$ cat config.mk
export PLATFORM = sky130hd
export DESIGN_NAME = decoder1_2
export DESIGN_NICKNAME = d
export VERILOG_FILES = /design/src/rtl/decoder1_2.sv
export SDC_FILE = /design/constraint.sdc
export NUM_CORES = 1
export LEC_CHECK = 0
export ABC_AREA = 1
export CORE_MARGIN = 4
export CORE_UTILIZATION = 47
export CTS_CLUSTER_DIAMETER = 120
export DETAILED_ROUTE_END_ITERATION = 6
export PLACE_DENSITY_LB_ADDON = 0.2
export SLEW_MARGIN = 20
export SYNTH_ARGS = -nofsm -noshare
export SYNTH_HDL_FRONTEND = slang
export SYNTH_SLANG_ARGS = --single-unit
$ cat constraint.sdc
create_clock -name clk -period 1.4 [get_ports clk]
set_input_delay 0.28 -clock clk [delete_from_list [all_inputs] [get_ports clk]]
set_output_delay 0.28 -clock clk [all_outputs]
set_load 0.02 [all_outputs]
$ cat src/rtl/decoder1_2.sv
// 1-to-2 decoder with an enable, a registered copy of the decoded value and
// one saturating hit counter per output bit.
module decoder1_2 #(
    parameter int CNT_W = 8
) (
    input  logic             clk,
    input  logic             reset,
    input  logic             in,
    input  logic             enable,
    output logic [1:0]       out,
    output logic [1:0]       out_q,
    output logic [CNT_W-1:0] hit0_cnt,
    output logic [CNT_W-1:0] hit1_cnt
);

    logic [1:0][CNT_W-1:0] cnt;

    // Kept free of clk/reset so that instances can be chained enable-to-out.
    assign out = {enable & in, enable & ~in};

    always_ff @(posedge clk) begin
        if (reset) out_q <= 2'b00;
        else       out_q <= out;
    end

    for (genvar i = 0; i < 2; i++) begin : g_hit
        always_ff @(posedge clk) begin
            if (reset)
                cnt[i] <= '0;
            else if (out[i] && (cnt[i] != {CNT_W{1'b1}}))
                cnt[i] <= cnt[i] + CNT_W'(1);
        end
    end

    assign hit0_cnt = cnt[0];
    assign hit1_cnt = cnt[1];

endmodule

After elaboration in Yosys (flattened, before gate mapping)
Cells that the tools add are included.
{"block": "word_totals", "register_bits": 18, "in_bits": 4, "wordCells": 12}
{"block": "classes", "n_addsub": 2, "n_eq_ne": 2, "bitwise": 3, "reduce_logical": 2}
{"operator": "$add 8x1->8 const B", "count": 2}
{"operator": "$ne 8x8->1 const B", "count": 2}
{"operator": "$and 1x1->1", "count": 2}
{"operator": "$logic_and 1x1->1", "count": 2}
{"operator": "$not 1->1", "count": 1}

Depth between registers and ports, before layout
{"block": "depth", "depth_word": 3, "mapped_depth": 8, "mapped_depth_nobuf": 8}

Least setup slack after synthesis
Ideal clock, no wire load.
{"block": "synth_timing", "path_type": "register to register", "from": "register cnt (netlist bit hit1_cnt[0])", "to": "register cnt (netlist bit hit1_cnt[4])", "arrival_time_ps": 1263, "path_slack_ps": 23, "path_stages_with_launch": 8, "path_cell_list": "dfxtp_1 > ha_1 > nand2_1 > inv_1 > nand3_2 > buf_6 > a21oi_1 > nor2_1"}
{"block": "synth_between", "elab_chain_len": 2, "word_cells_on_any_way": 3, "classes_between": "add/sub (1); eq/ne (1); reduce/logical (1)"}
{"item": "from (decl)", "line": "16", "text": "logic [1:0][CNT_W-1:0] cnt;"}
{"item": "from (signal, indexed assignment)", "line": "31", "text": "cnt[i] <= cnt[i] + CNT_W'(1);"}
{"item": "branches (longest 2 deep; another with $add 8x1->8)"}
Parallel ways; which one is timed is not known.
A chain may end at the register's enable or synchronous reset.

Final worst setup path
{"block": "layout_timing", "from": "register cnt (netlist bit hit1_cnt[5])", "to": "output hit1_cnt[5]"}
{"item": "to (decl)", "line": "13", "text": "output logic [CNT_W-1:0] hit1_cnt"}
No word-level cell between the ends.

==> key figures <==
Setup path
  • Data arrival time of the critical path: about 1000 ps
  • Max FO, Critical Path: 4
  • Crit path cell chain: dlygate4sd2_1
  • Worst Setup SP: hit1_cnt[5]$_SDFFE_PP0P_
  • Critical path capture point type: output port
  • CP top delay family: flip-flops
  • Buf/Inv on CP: 1
  • Worst Path Required: 1120 ps
  • Reg2Reg Setup Slack: around 120 ps
  • R2r startpoint: hit0_cnt[0]$_SDFFE_PP0P_
  • Reg2reg path depth: 5
  • Critical setup path kind: reg -> out
  • Max incr delay on CP: ~400 ps
  • Crit path max-delay cell type: dfxtp_1
  • Critical Path Start Type: flop
  • Worst R2R End: hit0_cnt[2]$_SDFFE_PP0P_

Synth
  • Mapped Avg Cell Area: 6.52 um^2
  • Main combinational cell family by area after synthesis: simple AND/OR/NAND/NOR gates
  • Post-synthesis mux area share: 0%
  • Synthesized flop and latch total: 18
  • Cell count after synthesis: around 150
  • Post-Synth Adder-Cell Area: under 10%
  • Async set-or-reset flop fraction in the synthesized netlist: 0%
  • Syn Std Cell Area: between 900 and 1000 um^2
  • Compound-Gate Fraction of Synth Area: around 6.5%
  • Synth Flop Type: dfxtp_1
  • Share of the synthesized area in the top cell type: ~37%
  • Sequential share of the synthesized area: approximately 37%
  • Largest cells by area after synthesis: dfxtp_1, nand2_1, nor2_1
  • Number of distinct library cells after synthesis: 20
  • Post-Synth XOR/XNOR Area: 0%
  • Syn nets: 154
  • Post-synth EDFFs: 0
  • Post-Synth Simple-Gate Area: between 40% and 50%
  • Synth Warn #: 0
  • Synth area leader: dfxtp_1

CTS
  • Worst-skew pair later-pin latency: about 280 ps
  • Largest buffer count on any clock path: 2
  • CTS Hold Bufs: 0
  • Root buffer cell: clkbuf_4
  • Total CTS buffers: 3
  • CTS tree: done
  • H-tree depth: 1
  • Clock Sinks: 18
  • Clock slew at reported path FFs: approximately 100 ps

Timing
  • Final count of hold timing violations: 0
  • Final slew viol count: 0
  • Worst Max-Slew Pin Slew: 461 ps
  • # setup viols final: 0
  • Final worst path period share: 93.8%
  • Crit path time final: roughly 1300 ps
  • Post-route clock skew: between 3 and 4 ps
  • Worst slew margin: 69.2%
  • Final TNS setup: 0 ps
  • F_max: roughly 0.76 GHz
  • PnR worst setup slack: 87.2 ps

Global routing
  • Antenna violations before repair: 0
  • Overall routing resource usage: between 10% and 20%
  • Global-route wire length before repair: about 3600 um
  • Total gr overflow: 0
  • Vias in the first global route: around 860
  • Largest net degree at the start of global routing: 16

Route
  • WL/cell: ~10 um
  • Violation count after the first detailed-routing iteration: 20
  • Routed Antenna Nets: 0
  • Post-route DRC violation count: 0
  • Pre-antenna DRT Iters: 4
  • Via count: about 1000
  • Vias/cell: approximately 4.7
  • Post-Route WL: 2200 um

Placement
  • GPL Wtd Cong: about 0.84
  • Pre-CTS WS: -500 ps
  • Post-DP HPWL: 1660 um
  • Port bufs: 23
  • Placement-stage cell area: approximately 1300 um^2

Die
  • Io pins: 24
  • Initial core utilization: 49.2%
  • Core Rows: 16
  • Die width: between 50 and 60 um
  • Die ar.: ~2800 um^2
  • Die height: around 53 um
  • Core area: 1960 um^2

Worst hold path
  • HP Start: enable
  • WHS Endpoint: out_q[0]$_SDFF_PP0_
  • Worst Hold Depth: 3
  • Worst min path class: in -> reg

Status
  • Status: finished clean

Final layout
  • Antenna diode count: 0
  • Area Growth Syn to Fin: 36.1%
  • Design area: around 1300 um^2
  • Ratio of cells with drive above 1 in the final layout: 16.8%
  • Net count, final: about 190

Power and ir drop
  • Leakage Power: between 0.6 and 0.7 nW
  • Cell Pwr Density: around 730 nW/um^2
  • Max VDD drop: around 0.55 mV
  • Tot Pwr: 0.000959 W

Flow run
  • Max-cap violations: 0
[worst max path at each step]
stage | cells after the start | slack (ps) | endpoint
6_report | 1 | 90 | hit1_cnt[5]
5_1_grt | 7 | -2 | hit1_cnt[6]$_SDFFE_PP0P_
4_1_cts | 1 | 30 | hit0_cnt[0]
3_5_place_dp | 4 | -500 | out[1]
3_3_place_gp | 4 | -500 | out[1]
2_1_floorplan | 7 | 20 | hit1_cnt[4]$_SDFFE_PP0P_
[power by group]
part | switching (W) | leakage (nW) | internal (W) | total, W
logic | 0.0000642 | 0.478 | 0.0000458 | 0.000110
registers | 0.0000101 | 0.147 | 0.000523 | 0.000534
clock network | 0.000157 | 0.0210 | 0.000158 | 0.000315
total | 0.000232 | 0.645 | 0.000727 | 0.000959
[area by class of cell]
type                            instances  area, um^2
Tap cell                               27        33.8
Clock buffer                            4        36.3
Fill cell                             197         649
Inverter                               21        81.3
Timing Repair Buffer                   34         288
Sequential cell                        18         363
Multi-Input combinational cell        107         510
[flip-flops by register name, summed over array words and instances (netlist names)]
register and count:
out_q 2, hit1_cnt 8, hit0_cnt 8
[what timing repair did]
action	4_1_cts	5_1_grt
buffers inserted	0	0
gates resized for setup	28	5
endpoints found under the setup margin	20	15
[kinds of logic after synthesis]
kind of cell    after synthesis
compound gates               12
buf+inv                      23
flops                        18
simple gates                 93
fa+ha+maj                     2
[per-stage QoR]
stage	utilization, %	instances	hold WS (ps)
after floorplan	-	148	352
after global placement	65.7	207	495
after detailed placement	65.7	207	515
after CTS	66.2	211	487
after global routing	66.9	211	508
final	66.9	211	508
[worst min-delay path: cells and delay by family]
| kind | cells | cell delay, ps |
|---|---|---|
| buffers and inverters | 1 | 270 |
| and+or+nand+nor | 2 | 200 |
[cells in the mapped netlist, types with 2 or more instances]
master,number
inv_2,2
clkinv_1,2
nand2_1,35
buf_6,2
ha_1,2
nor3_1,2
dfxtp_1,18
inv_1,16
nand4_1,2
nor2_2,3
a21oi_1,11
nand2_2,2
nand3_1,14
nor2_1,31
[layer usage]
| layer | share of wire [%] | GRT usage (%) | wire, um |
|---|---|---|---|
| met5 | 0 | 0 | 0 |
| met1 | 46 | 21.5 | 1010 |
| met3 | 5.1 | 3.38 | 112 |
| met2 | 48 | 26.9 | 1060 |
| met4 | 0.82 | 8.94 | 18 |
[cell usage in the layout, fill, tap and decap left out, drive strengths merged]
master         count
nand3b             1
a21oi             11
clkinv             2
ha                 2
nand3             15
clkdlybuf4s15      2
a211oi             1
buf               12
nor3b              1
nor3               2
clkdlybuf4s50      1
nand2             37
nand4              2
nor2              35
inv               19
clkbuf             4
dfxtp             18
dlygate4sd2       19
Power figures use the tool's default switching activity.
